===== config.mk =====
export PLATFORM = sky130hd
export DESIGN_NAME = ps2_kbd_ctrl_flat
export DESIGN_NICKNAME = d
export VERILOG_FILES = /design/src/rtl/ps2_pkg.sv /design/src/rtl/ps2_kbd_ctrl_if.sv /design/src/rtl/ps2_wdog_tick.sv /design/src/rtl/ps2_kbd_ctrl.sv /design/src/flat_wrapper.sv
export SDC_FILE = /design/constraint.sdc
export NUM_CORES = 1
export LEC_CHECK = 0
export BUFFER_PORTS_ARGS = -buffer_cell sky130_fd_sc_hd__buf_2
export CAP_MARGIN = 20
export CORE_MARGIN = 2
export CORE_UTILIZATION = 30
export CTS_CLUSTER_DIAMETER = 150
export CTS_CLUSTER_SIZE = 24
export DETAILED_ROUTE_END_ITERATION = 6
export PLACE_DENSITY_LB_ADDON = 0.08
export SETUP_SLACK_MARGIN = 0.02
export SLEW_MARGIN = 40
export SYNTH_ARGS = -nofsm -noshare
export SYNTH_HDL_FRONTEND = slang
export SYNTH_HIERARCHICAL = 1
export SYNTH_SLANG_ARGS = --single-unit

===== constraint.sdc =====
create_clock -name clk -period 4 [get_ports clk]
set_clock_uncertainty 0.1 [all_clocks]
set_input_delay 0.4 -clock clk [delete_from_list [all_inputs] [get_ports clk]]
set_output_delay 0.4 -clock clk [all_outputs]
set_load 0.005 [all_outputs]

===== src/rtl/ps2_pkg.sv =====
// Shared PS/2 keyboard constants: scan-code prefixes, Pause tail and controller states.
package ps2_pkg;

  localparam logic [7:0] PFX_EXT   = 8'hE0;
  localparam logic [7:0] PFX_BRK   = 8'hF0;
  localparam logic [7:0] PFX_PAUSE = 8'hE1;
  localparam logic [7:0] CODE_ERR0 = 8'h00;
  localparam logic [7:0] CODE_ERR1 = 8'hFF;

  // Bytes that follow E1 in the Pause make sequence, first byte in the MSBs
  localparam int          PAUSE_LEN  = 7;
  localparam logic [55:0] PAUSE_TAIL = 56'h14_77_E1_F0_14_F0_77;

  typedef enum logic [2:0] {
    IDLE,
    DECODE,
    EMIT,
    FLUSH,
    PAUSE
  } state_e;

  function automatic logic [7:0] pause_byte(input logic [2:0] idx);
    pause_byte = PAUSE_TAIL[8*(PAUSE_LEN-1-int'(idx)) +: 8];
  endfunction

endpackage


===== src/rtl/ps2_kbd_ctrl_if.sv =====
// Key-event valid/ready channel from the keyboard controller to the game logic.
interface ps2_kbd_ctrl_if;

  logic       ev_valid;
  logic       ev_ready;
  logic [7:0] ev_code;
  logic       ev_ext;
  logic       ev_break;
  logic       ev_pause;

  modport master (output ev_valid, ev_code, ev_ext, ev_break, ev_pause, input ev_ready);
  modport slave  (input ev_valid, ev_code, ev_ext, ev_break, ev_pause, output ev_ready);

endinterface


===== src/rtl/ps2_wdog_tick.sv =====
// Free-running tick generator: one-cycle pulse every WDOG_CYCLES clocks.
module ps2_wdog_tick #(
  parameter int unsigned WDOG_CYCLES = 200000
) (
  input  logic clk,
  input  logic reset,
  output logic tick_o
);

  localparam int W = (WDOG_CYCLES > 1) ? $clog2(WDOG_CYCLES) : 1;

  logic [W-1:0] cnt_q, cnt_d;

  always_comb begin
    tick_o = (cnt_q == W'(WDOG_CYCLES - 1));
    cnt_d  = tick_o ? '0 : cnt_q + 1'b1;
  end

  always_ff @(posedge clk) begin
    if (reset) cnt_q <= '0;
    else       cnt_q <= cnt_d;
  end

endmodule


===== src/rtl/ps2_kbd_ctrl.sv =====
// PS/2 keyboard controller: drains the receive FIFO, folds E0/F0 prefixes, emits key events.
// Optional Pause-sequence decoding is enabled by defining PS2_E1_EN.
module ps2_kbd_ctrl
  import ps2_pkg::*;
#(
  parameter int unsigned WDOG_CYCLES = 200000,
  parameter int unsigned FLUSH_MAX   = 8
) (
  input  logic                  clk,
  input  logic                  reset,
  input  logic [7:0]            fifo_data,
  input  logic                  fifo_empty,
  input  logic                  fifo_overflow,
  output logic                  fifo_rd,
  output logic                  watchdog,
  output logic                  err_seq,
  output logic                  err_ovf,
  ps2_kbd_ctrl_if.master        ev
);

  localparam int FW = $clog2(FLUSH_MAX + 1);

  state_e        state_q, state_d;
  logic [7:0]    byte_q, byte_d;
  logic          ext_q, ext_d;
  logic          brk_q, brk_d;
  logic [7:0]    code_q, code_d;
  logic          evext_q, evext_d;
  logic          evbrk_q, evbrk_d;
  logic [FW-1:0] flush_q, flush_d;
  logic          err_ovf_q, err_ovf_d;
`ifdef PS2_E1_EN
  logic          pause_q, pause_d;
  logic [2:0]    pidx_q, pidx_d;
`endif

  ps2_wdog_tick #(.WDOG_CYCLES(WDOG_CYCLES)) u_wdog (
    .clk    (clk),
    .reset  (reset),
    .tick_o (watchdog)
  );

  always_comb begin
    state_d   = state_q;
    byte_d    = byte_q;
    ext_d     = ext_q;
    brk_d     = brk_q;
    code_d    = code_q;
    evext_d   = evext_q;
    evbrk_d   = evbrk_q;
    flush_d   = flush_q;
    err_ovf_d = err_ovf_q;
    fifo_rd   = 1'b0;
    err_seq   = 1'b0;
`ifdef PS2_E1_EN
    pause_d   = pause_q;
    pidx_d    = pidx_q;
`endif
    unique case (state_q)
      IDLE: begin
        if (fifo_overflow) begin
          state_d = FLUSH;
          flush_d = '0;
        end else if (!fifo_empty) begin
          fifo_rd = 1'b1;
          byte_d  = fifo_data;
          state_d = DECODE;
        end
      end
      DECODE: begin
        state_d = IDLE;
        if (byte_q == PFX_EXT) begin
          ext_d = 1'b1;
        end else if (byte_q == PFX_BRK) begin
          brk_d = 1'b1;
        end else if (byte_q == CODE_ERR0 || byte_q == CODE_ERR1) begin
          err_seq = 1'b1;
          ext_d   = 1'b0;
          brk_d   = 1'b0;
`ifdef PS2_E1_EN
        end else if (byte_q == PFX_PAUSE) begin
          ext_d   = 1'b0;
          brk_d   = 1'b0;
          pidx_d  = '0;
          state_d = PAUSE;
`endif
        end else begin
          code_d  = byte_q;
          evext_d = ext_q;
          evbrk_d = brk_q;
          ext_d   = 1'b0;
          brk_d   = 1'b0;
`ifdef PS2_E1_EN
          pause_d = 1'b0;
`endif
          state_d = EMIT;
        end
      end
      EMIT: begin
        if (ev.ev_ready) state_d = IDLE;
      end
      // The last pop of the budget ends the flush, so fifo_rd never exceeds FLUSH_MAX
      FLUSH: begin
        ext_d     = 1'b0;
        brk_d     = 1'b0;
        err_ovf_d = 1'b1;
        if (fifo_empty) begin
          state_d = IDLE;
        end else begin
          fifo_rd = 1'b1;
          flush_d = flush_q + 1'b1;
          if (flush_q == FW'(FLUSH_MAX - 1)) state_d = IDLE;
        end
      end
`ifdef PS2_E1_EN
      PAUSE: begin
        if (fifo_overflow) begin
          state_d = FLUSH;
          flush_d = '0;
        end else if (!fifo_empty) begin
          fifo_rd = 1'b1;
          if (fifo_data != pause_byte(pidx_q)) begin
            err_seq = 1'b1;
            state_d = IDLE;
          end else if (pidx_q == 3'(PAUSE_LEN - 1)) begin
            code_d  = fifo_data;
            evext_d = 1'b0;
            evbrk_d = 1'b0;
            pause_d = 1'b1;
            state_d = EMIT;
          end else begin
            pidx_d = pidx_q + 3'd1;
          end
        end
      end
`endif
      default: state_d = IDLE;
    endcase
    if (reset) begin
      fifo_rd = 1'b0;
      err_seq = 1'b0;
    end
  end

  always_ff @(posedge clk) begin
    if (reset) begin
      state_q   <= IDLE;
      byte_q    <= '0;
      ext_q     <= 1'b0;
      brk_q     <= 1'b0;
      code_q    <= '0;
      evext_q   <= 1'b0;
      evbrk_q   <= 1'b0;
      flush_q   <= '0;
      err_ovf_q <= 1'b0;
`ifdef PS2_E1_EN
      pause_q   <= 1'b0;
      pidx_q    <= '0;
`endif
    end else begin
      state_q   <= state_d;
      byte_q    <= byte_d;
      ext_q     <= ext_d;
      brk_q     <= brk_d;
      code_q    <= code_d;
      evext_q   <= evext_d;
      evbrk_q   <= evbrk_d;
      flush_q   <= flush_d;
      err_ovf_q <= err_ovf_d;
`ifdef PS2_E1_EN
      pause_q   <= pause_d;
      pidx_q    <= pidx_d;
`endif
    end
  end

  assign ev.ev_valid = (state_q == EMIT);
  assign ev.ev_code  = code_q;
  assign ev.ev_ext   = evext_q;
  assign ev.ev_break = evbrk_q;
`ifdef PS2_E1_EN
  assign ev.ev_pause = pause_q;
`else
  assign ev.ev_pause = 1'b0;
`endif
  assign err_ovf = err_ovf_q;

endmodule


===== src/flat_wrapper.sv =====
// flat-port wrapper written by rule: the top's interface ports become plain ports
module ps2_kbd_ctrl_flat import ps2_pkg::*;
#(
  parameter int unsigned WDOG_CYCLES = 200000,
  parameter int unsigned FLUSH_MAX   = 8
)
  (clk, reset, fifo_data, fifo_empty, fifo_overflow, fifo_rd, watchdog, err_seq, err_ovf, ev_ev_valid, ev_ev_code, ev_ev_ext, ev_ev_break, ev_ev_pause, ev_ev_ready);
  ps2_kbd_ctrl_if ev_i ();
  input  logic clk;
  input  logic reset;
  input  logic [7:0] fifo_data;
  input  logic fifo_empty;
  input  logic fifo_overflow;
  output logic fifo_rd;
  output logic watchdog;
  output logic err_seq;
  output logic err_ovf;
  output wire logic [$bits(ev_i.ev_valid)-1:0] ev_ev_valid;
  output wire logic [$bits(ev_i.ev_code)-1:0] ev_ev_code;
  output wire logic [$bits(ev_i.ev_ext)-1:0] ev_ev_ext;
  output wire logic [$bits(ev_i.ev_break)-1:0] ev_ev_break;
  output wire logic [$bits(ev_i.ev_pause)-1:0] ev_ev_pause;
  input wire logic [$bits(ev_i.ev_ready)-1:0] ev_ev_ready;
  assign ev_ev_valid = ev_i.ev_valid;
  assign ev_ev_code = ev_i.ev_code;
  assign ev_ev_ext = ev_i.ev_ext;
  assign ev_ev_break = ev_i.ev_break;
  assign ev_ev_pause = ev_i.ev_pause;
  assign ev_i.ev_ready = ev_ev_ready;
  ps2_kbd_ctrl #(.WDOG_CYCLES(WDOG_CYCLES), .FLUSH_MAX(FLUSH_MAX)) u_core (.clk(clk), .reset(reset), .fifo_data(fifo_data), .fifo_empty(fifo_empty), .fifo_overflow(fifo_overflow), .fifo_rd(fifo_rd), .watchdog(watchdog), .err_seq(err_seq), .err_ovf(err_ovf), .ev(ev_i));
endmodule

==> results of run 1 <==
## per-stage QoR
step	std cells	cell area, um^2	setup slack, ns	hold slack [ns]	total power [mW]
after global routing	369	2550	1.23	0.219	1.29
final	369	2550	1.50	0.225	1.21
after floorplan	243	2200	2.14	0.317	0.745
after detailed placement	361	2420	1.82	0.335	0.811
after CTS	369	2550	1.47	0.222	1.23
after global placement	359	2410	1.75	0.324	0.812
## synthesized netlist by cell type (2+ instances only)
| library cell | n | share of area [%] |
|---|---|---|
| nor2b_1 | 5 | 1.4 |
| a211oi_1 | 2 | 0.68 |
| ha_1 | 6 | 3.4 |
| or3_1 | 2 | 0.57 |
| dfxtp_1 | 45 | 41 |
| a21oi_1 | 5 | 1.1 |
| xor2_1 | 3 | 1.2 |
| nor3_1 | 7 | 1.6 |
| clkbuf_1 | 7 | 1.2 |
| o21ai_0 | 5 | 1.1 |
| nand3_1 | 9 | 2.0 |
| o41ai_1 | 2 | 0.80 |
| nand2b_1 | 23 | 6.5 |
| nor2_1 | 34 | 5.8 |
| and3_1 | 3 | 0.85 |
| or4_4 | 2 | 1.0 |
| nor4_1 | 7 | 2.0 |
| buf_4 | 2 | 0.68 |
| xnor2_1 | 14 | 5.6 |
| nand2_1 | 10 | 1.7 |
| mux2i_1 | 18 | 8.2 |
| inv_1 | 10 | 1.7 |
| nand4_1 | 3 | 0.85 |
## power breakdown
part | total (mW) | leakage (nW) | switching [mW] | internal (mW)
clock | 0.411 | 0.0681 | 0.163 | 0.248
combinational | 0.285 | 0.515 | 0.155 | 0.129
sequential | 0.514 | 0.365 | 0.0334 | 0.480
total | 1.21 | 0.948 | 0.352 | 0.858
## final timing paths
kind	to	slack, ns	cells past startpoint
hold / removal	u_core/byte_q[7]	0.23	3
hold reg to reg	u_core/u_wdog/cnt_q[0]	0.35	1
setup / recovery	fifo_rd	1.50	7
setup reg to reg	u_core/u_wdog/cnt_q[17]	1.88	4
## cell type report
class | instances | area (um^2) | area share (%)
clock buffer | 5 | 68.8 | 2.69
clock inverter | 3 | 65.1 | 2.55
inverter | 10 | 37.5 | 1.47
multi-input combinational | 178 | 1210 | 47.3
sequential | 45 | 901 | 35.3
tap | 99 | 124 | 4.85
timing repair buffer | 29 | 150 | 5.88
## state kept, by name, summed over array words and instances, names as in the netlist
signal / flops
u_core/brk_q: 1
u_core/flush_q: 4
u_core/ev.ev_code: 8
u_core/ev.ev_break: 1
u_core/err_ovf: 1
u_core/u_wdog/cnt_q: 18
u_core/byte_q: 8
u_core/ev.ev_ext: 1
u_core/state_q: 2
u_core/ext_q: 1
## cell families after synthesis
kind of cell	after synthesis	synth area share [%]
flops	45	41.0
fa+ha+maj	6	3.41
buf+inv	20	4.10
compound gates	22	7.68
other cells	1	0.170
xor+xnor	17	6.77
simple gates	114	28.7
mux	18	8.19
## critical path, stage by stage, from the launching register on
cell and delay [ns]:
dfxtp_1 0.35, inv_1 0.10, ha_1 0.26, nand2b_1 0.11, nor2_2 0.47, nor2_1 0.13, nor3_1 0.14, buf_2 0.14
## per-layer routing
layer,track usage [%],vias up,share of wire [%]
met1,17.1,790,51
li1,-,882,-
met3,3.47,7,4.0
met4,4.88,0,1.6
met2,19.7,30,43
met5,0,-,0
==> metrics.md, run 1 <==
| Metric | Value |
|---|---|
| Setup TNS | 0 ns |
| Htree depth | 2 |
| Most common cell after layout, fill and taps aside | dfxtp_1 |
| Core area | 0.00718 mm^2 |
| Cts hold-fix bufs | 0 |
| Max-cap viol count | 0 |
| Peak VDD IR | 0.178 mV |
| CP Launch Type | flop |
| Slew headroom | 49.0% |
| Number of remaining DRC errors | 0 |
| Hold_sp | fifo_data[7] |
| N_diodes | 0 |
| Cells after Synth | 243 |
| Max Transition Viols Final | 0 |
| Hold Vio Cnt, Final | 0 |
| Synthesized area | 0.00220 mm^2 |
| Port Buffers | 27 |
| Routed len/inst | 12.7 um |
| Final-layout fill cell count | 737 |
| Row count | 31 |
| Number of synthesized flops with an enable pin | 0 |
| CTS root buffer | clkbuf_8 |
| Syn nets | 262 |
| Total wire length | 4680 um |
| Fmax | 400 MHz |
| Worst setup startpoint | u_core/state_q[1] |
| Postcts setup bufs | 0 |
| CTS tree | yes |
| Nets | 288 |
| Most frequent cells in the layout | 45 x dfxtp_1, 34 x nor2_1, 27 x buf_2 |
| Crit end category | primary output |
| First-pass GRT wire length | 7840 um |
| Yosys warns | 6 |
| Layout Area Growth over Synthesis | 16.2% |
| Reg-to-Reg Start | u_core/u_wdog/cnt_q[3] |
| Post-synth cell types | 42 |
| Final core occ | 35.6% |
| Critical path arrival | 2.00 ns |
| Final Setup Violations | 0 |
| DR iter-0 viols | 82 |
| Tmin final | 2.50 ns |
| Hold crit path type | in -> reg |
| Fraction of layout cells with a size suffix above 1 | 16.7% |
| Die Ht | 89.6 um |
| Sequential fraction of the synthesis area | 41.0% |
| Mean cell area of the mapped netlist | 9.05 um^2 |
| Io pins | 29 |
| Routed vias/inst | 4.63 |
| Overall die area | 0.00803 mm^2 |
| Worst-Skew Late Latency | 0.30 ns |
| Worst-path fanout max | 9 |
| Pwr dens | 473 mW/mm^2 |
| Clk sinks | 45 |
| Async SR Flop Fraction | 0% |
| Status | completed |
| Total GRT Usage | 12.8% |
| Crit share post-route | 62.5% |
| Largest net degree at the start of global routing | 44 |
| Critical path class | reg -> out |
| Leakage power total | 0.948 nW |
| Post_cts resized | 0 |
| Total congestion overflow | 0 |
| RSZ-0062 raised after global routing | false |
| DRT Pass-1 Iters | 4 |
| CTS Buf Count | 5 |
| Post-DRT Antenna Nets | 0 |
| Initial antenna violation count | 0 |
| Clock Path Buffers | 2 |
| Worst-Margin Slew | 0.764 ns |
| Clk pin slew, worst setup/hold paths | 0.09 ns |
| Initial Util | 30.7% |
| Placer Congestion | 0.783 |
| Vias post-DR | 1709 |
| Required @ worst endpoint | 3.50 ns |
| Detailed placement HPWL | 3220 um |
| Synth Flop Type | dfxtp_1 |
| Seq cells post-synth | 45 |
| Vias in the first global route | 1632 |
| Die X | 89.6 um |
(Power assumes the default switching activity.)
==> run 2, diff against run 1 <==
Clock period 4 ns to 2.6 ns, I/O delays scaled along.
==> run 2 against run 1 <==
- cell area fell by 0.98%
- sequential cell count did not move
- utilization fell by 0.35 points
- via count fell by 0.47%
- worst hold slack got worse by 0.13 ns
- cell count rose by 0.81%
- worst setup slack got worse by 1.0 ns
- largest cell class unchanged
- largest power group unchanged
- highest routed layer is now met5
==> metrics.md, run 2 (synthesized netlist as in run 1, its figures left out) <==
| Metric | Value |
|---|---|
| Routed len/inst | 12.2 um (-3.8%) |
| Die Ht | 89.6 um (unchanged) |
| Reg-to-Reg Start | u_core/u_wdog/cnt_q[8] |
| Max-cap viol count | 0 (unchanged) |
| Clk pin slew, worst setup/hold paths | 0.09 ns (about the same) |
| CP Launch Type | flop |
| Placed cells | 364 (+0.83%) |
| Cts hold-fix bufs | 0 (unchanged) |
| Most common cell after layout, fill and taps aside | dfxtp_1 |
| RSZ-0062 raised after global routing | false |
| Total GRT Usage | 12.0% (-0.81 points) |
| Total congestion overflow | 0 (unchanged) |
| Clock Path Buffers | 2 (unchanged) |
| Fmax | 468 MHz |
| Number of remaining DRC errors | 0 (unchanged) |
| Required @ worst endpoint | 2.24 ns (-1.26 ns) |
| N_diodes | 0 (unchanged) |
| First-pass GRT wire length | 7360 um (-6.1%) |
| Hold Crit Endpoint | u_core/byte_q[4] |
| Peak VDD IR | 0.399 mV (+120%) |
| Worst-Skew Late Latency | 0.30 ns (about the same) |
| Hold WS | 0.0947 ns (-0.131 ns) |
| Tmin final | 2.14 ns |
| DRT Pass-1 Iters | 4 (unchanged) |
| Non-Filler Instances | 372 (+0.81%) |
| Layout Area Growth over Synthesis | 15.0% |
| Detailed placement HPWL | 3210 um (-0.21%) |
| Setup TNS | 0 ns (unchanged) |
| Initial Util | 30.7% (unchanged) |
| Post_cts resized | 0 (unchanged) |
| FF-to-FF End | u_core/u_wdog/cnt_q[15] |
| Fraction of layout cells with a size suffix above 1 | 17.6% (+0.92 points) |
| R2R cell count | 5 (+1) |
| Clk sinks | 45 (unchanged) |
| Critical path class | reg -> out |
| Total wire length | 4540 um (-3.0%) |
| Crit share post-route | 82.2% |
| Worst hold path depth | 3 (unchanged) |
| Final Setup Violations | 0 (unchanged) |
| Worst-path fanout max | 4 (-5) |
| Pwr dens | 658 mW/mm^2 (+39%) |
| CTS tree | yes |
| Die X | 89.6 um (unchanged) |
| Leakage power total | 0.938 nW (-1.0%) |
| Htree depth | 2 (unchanged) |
| Io pins | 29 (unchanged) |
| Largest net degree at the start of global routing | 24 (-45%) |
| Post-DRT Antenna Nets | 0 (unchanged) |
| Max Transition Viols Final | 0 (unchanged) |
| Nets | 291 (+1.0%) |
| Vias post-DR | 1701 (-0.47%) |
| Most frequent cells in the layout | 45 x dfxtp_1, 34 x nor2_1, 27 x buf_2 |
| CTS root buffer | clkbuf_8 |
| CTS Buf Count | 5 (unchanged) |
| Critical path arrival | 1.78 ns (-0.22 ns) |
| Overall die area | 0.00803 mm^2 (unchanged) |
| Port Buffers | 27 (unchanged) |
| Vias in the first global route | 1514 (-7.2%) |
| Most flops, register | u_core/u_wdog/cnt_q |
| Placer Congestion | 0.726 (-7.2%) |
| Hold_sp | fifo_data[4] |
| Hold Vio Cnt, Final | 0 (unchanged) |
| Crit end category | primary output |
| Postcts setup bufs | 0 (unchanged) |
| Hold crit path type | in -> reg |
| Core area | 0.00718 mm^2 (unchanged) |
| Routed vias/inst | 4.57 (-1.3%) |
| FF-to-FF setup slack | 0.54 ns (-1.34 ns) |
| Largest register FFs | 18 (unchanged) |
| Status | completed |
| Row count | 31 (unchanged) |
| DR iter-0 viols | 36 (-56%) |
| Initial antenna violation count | 1 (+1) |
-- run 2: power by group --
group	internal (mW)	switching, mW
clock	0.186	0.243
combinational	0.208	0.237
sequential	0.739	0.0519
-- run 2: area by class of cell --
cell class	count	area, um^2
flip-flops and latches	45	901
multi-input cells	178	1210
clock buffers	5	68.8
fillers	755	4650
repair buffers	32	173
clock inverters	3	17.5
well taps	99	124
inverters	10	37.5
-- run 2: layer usage --
metal	GRT usage [%]	share of wire (%)	up-vias
li1	-	-	886
met5	0	0.15	-
met1	16.9	51	773
met4	4.48	1.6	2
met2	17.0	42	31
met3	3.75	5.3	9
-- run 2: worst max-delay path, stage by stage (launching register included) --
cell and delay, ns:
dfxtp_1 0.43, nor4b_1 0.31, nand4_1 0.22, nor4_1 0.35, buf_2 0.17
-- run 2: worst max path at each step --
stage,startpoint,to,slack (ns),cells past startpoint
after floorplan,u_core/u_wdog/cnt_q[6],u_core/u_wdog/cnt_q[17],0.74,4
final,u_core/u_wdog/cnt_q[8],watchdog,0.46,4
after global routing,u_core/u_wdog/cnt_q[8],watchdog,0.20,4
after CTS,u_core/u_wdog/cnt_q[8],watchdog,0.44,4
after detailed placement,u_core/u_wdog/cnt_q[8],u_core/u_wdog/cnt_q[16],0.56,5
after global placement,u_core/u_wdog/cnt_q[8],u_core/u_wdog/cnt_q[5],0.55,5
-- run 2: through the flow --
stage	total power, mW	area (um^2)	setup slack [ns]	utilization [%]
after floorplan	1.15	2200	0.737	-
after global placement	1.26	2440	0.545	34.1
after detailed placement	1.26	2440	0.559	34.1
after CTS	1.70	2530	0.439	35.3
after global routing	1.77	2530	0.200	35.3
final	1.66	2530	0.463	35.3
==> run 3, diff against run 2 <==
Settings changed: ABC_AREA from default to 1.
Clock period 2.6 ns to 1.9 ns, I/O delays scaled along.
==> run 3 against run 2 <==
- worst hold slack got worse by 0.029 ns
- clock power increased by 53%
- first-iteration DRC count up 22%
- register-to-register slack got worse by 0.17 ns
- synthesized area rose by 6.1%
- non-clock buffer count decreased by 1
- clock-buffer cell count grew 2
- cell area rose by 7.2%
- total power increased by 70%
- sequential share of layout area is 2.2 points lower
- worst setup slack lost 0.31 ns
- largest power group unchanged
- highest routed layer is now met4
==> metrics.md, run 3 <==
| Metric | Value |
|---|---|
| Mean cell area of the mapped netlist | 6.90 um^2 (-24%) |
| Most common cell after layout, fill and taps aside | nand2_1 |
| Total wire length | 5120 um (+13%) |
| Critical path arrival | 1.46 ns (-0.32 ns) |
| DRT Pass-1 Iters | 4 (unchanged) |
| CTS Buf Count | 5 (unchanged) |
| Layout Area Growth over Synthesis | 16.2% |
| First-pass GRT wire length | 8630 um (+17%) |
| Sequential fraction of the synthesis area | 38.6% (-2.3 points) |
| Fraction of layout cells with a size suffix above 1 | 20.8% (+3.2 points) |
| Clk sinks | 45 (unchanged) |
| Worst-Margin Slew | 0.530 ns |
| Worst-Skew Late Latency | 0.29 ns (about the same) |
| Leakage power total | 1.09 nW (+16%) |
| Post-synth cell types | 30 (-29%) |
| Placer Congestion | 0.840 (+16%) |
| Core area | 0.00765 mm^2 (+6.6%) |
| Vias in the first global route | 1947 (+29%) |
| DR iter-0 viols | 44 (+22%) |
| Crit share post-route | 92.1% |
| Critical-path cell list | ha_4 > nand3_4 > nor2_2 > nand2_1 > nor4_2 > buf_2 |
| Critical path class | reg -> out |
| Final-layout fill cell count | 858 (+14%) |
| CTS root buffer | clkbuf_8 |
| Met2 wire len | 2480 um (+30%) |
| Post-synth top area cell | dfxtp_1 |
| Worst-path fanout max | 4 (unchanged) |
| Slew headroom | 64.7% |
| Number of synthesized flops with an enable pin | 0 (unchanged) |
| Synth Flop Type | dfxtp_1 |
| Top Layer Used | met4 |
| Post-DRT Antenna Nets | 0 (unchanged) |
| Pwr dens | 1050 mW/mm^2 (+59%) |
| Initial antenna violation count | 0 (-1) |
| Seq cells post-synth | 45 (unchanged) |
| Total GRT Usage | 12.6% (+0.62 points) |
| Metal3 WL | 190 um (-21%) |
| Top cells by area, synth | dfxtp_1 39%, nand2_1 10%, nor2_1 9.7%, nand3_1 6.2%, inv_1 6.1% |
| Routed len/inst | 10.9 um (-11%) |
| Yosys warns | 6 (unchanged) |
| Peak VDD IR | 0.479 mV (+20%) |
| Hold Vio Cnt, Final | 0 (unchanged) |
| Max Transition Viols Final | 0 (unchanged) |
| Largest net degree at the start of global routing | 20 (-17%) |
| Htree depth | 2 (unchanged) |
| Multi-input logic area | 0.00125 mm^2 (+3.5%) |
| Most frequent cells in the layout | 65 x nand2_1, 59 x nor2_1, 43 x dfxtp_1 |
| Slowest stage cell on the critical path | dfxtp_4 |
| CP Launch Type | flop |
| Most flops, register | u_core/u_wdog/cnt_q |
| Most common cell in the netlist | nand2_1 |
| Io pins | 29 (unchanged) |
| Row count | 32 (+3.2%) |
| Required @ worst endpoint | 1.61 ns (-0.63 ns) |
| N_diodes | 0 (unchanged) |
| Number of remaining DRC errors | 0 (unchanged) |
| Fmax | 572 MHz |
| CP peak stage delay | 0.39 ns (-0.04 ns) |
| CTS tree | yes |
| Clk pin slew, worst setup/hold paths | 0.09 ns (about the same) |
| Tmin final | 1.75 ns |
| Total Power | 2.84 mW (+70%) |
| Overall die area | 0.00850 mm^2 (+5.8%) |
| Total congestion overflow | 0 (unchanged) |
| Most frequent cells after synthesis | 65 x nand2_1, 60 x nor2_1, 45 x dfxtp_1, 38 x inv_1, 29 x nand3_1 |
| Max-cap viol count | 0 (unchanged) |
| Register area | 906 um^2 (+0.56%) |
| Synthesized area | 0.00233 mm^2 (+6.1%) |
| Post-synth top area share | 38.6% (-2.3 points) |
| Cells after Synth | 338 (+39%) |
| Metal-1 WL | 2380 um (+2.8%) |
| Setup TNS | 0 ns (unchanged) |
| Die X | 92.2 um (+2.9%) |
| Syn nets | 357 (+36%) |
| Largest register FFs | 18 (unchanged) |
| Initial Util | 30.5% (-0.14 points) |
| Async SR Flop Fraction | 0% (unchanged) |
| RSZ-0062 raised after global routing | false |
| Vias post-DR | 2112 (+24%) |
| Clock Path Buffers | 2 (unchanged) |
| Port Buffers | 27 (unchanged) |
| Final Setup Violations | 0 (unchanged) |
| Nets | 388 (+33%) |
| Hold crit path type | in -> reg |
| Crit end category | primary output |
| Routed vias/inst | 4.47 (-2.1%) |
| Detailed placement HPWL | 3890 um (+21%) |
| Die Ht | 92.2 um (+2.9%) |
| Status | completed |
[run 3: critical path, delay by kind of cell (launching register included)]
family,cells,cell delay (ns)
fa+ha+maj,1,0.16
buf+inv,1,0.15
flops,1,0.39
simple gates,4,0.46
[run 3: final timing paths]
check	from	to	slack [ns]	cells after the start
max reg2reg	u_core/state_q[0]	u_core/flush_q[2]	0.37	7
min reg2reg	u_core/u_wdog/cnt_q[0]	u_core/u_wdog/cnt_q[0]	0.36	1
min	fifo_data[0]	u_core/byte_q[0]	0.07	3
max	u_core/u_wdog/cnt_q[0]	watchdog	0.15	6
[run 3: report_power, final]
part,leakage (nW),internal [mW],switching [mW]
clock network,0.0542,0.329,0.328
registers,0.367,1.11,0.101
logic,0.665,0.383,0.584
[run 3: metal layers]
| layer | vias up | GRT usage [%] |
|---|---|---|
| met5 | - | 0 |
| met4 | 0 | 4.60 |
| met3 | 5 | 2.71 |
| met2 | 35 | 22.2 |
| met1 | 945 | 15.1 |
| li1 | 1127 | - |
[run 3: layout make-up]
type / instances / area share, %
tap: 102 / 4.70
inverter: 43 / 5.95
timing repair buffer: 31 / 6.09
clock buffer: 7 / 3.55
clock inverter: 1 / 0.185
multi-input combinational: 243 / 46.1
sequential: 45 / 33.4
[run 3: cell families (layout without fill, tap and decap cells)]
logic type / Yosys count / count (layout) / synth area share [%]
buffers and inverters: 50 / 82 / 9.54
AOI/OAI and AO/OA: 47 / 47 / 11.0
DFF: 45 / 45 / 38.6
other: 1 / 1 / 0.161
adders and majority gates: 6 / 6 / 3.22
xor gates and xnor gates: 6 / 6 / 2.25
and+or+nand+nor: 183 / 183 / 35.2
[run 3: metrics by stage]
step	instances	area, um^2	hold slack, ns	util [%]	worst slack (ns)
finish	472	2710	0.0653	35.5	0.151
global route	472	2710	0.0609	35.5	0.0308
CTS	471	2670	0.0505	34.9	0.0238
detailed placement	463	2560	0.353	33.4	0.239
global placement	463	2560	0.353	33.4	0.344
floorplan	338	2330	0.282	-	0.385
[run 3: repair_timing]
action | CTS | global route
endpoints found under the setup margin | 1 | 3
gates resized for setup | 3 | 8
pin swaps | 0 | 1
cloned | 0 | 0
hold buffers | 0 | 0
setup buffers | 0 | 1
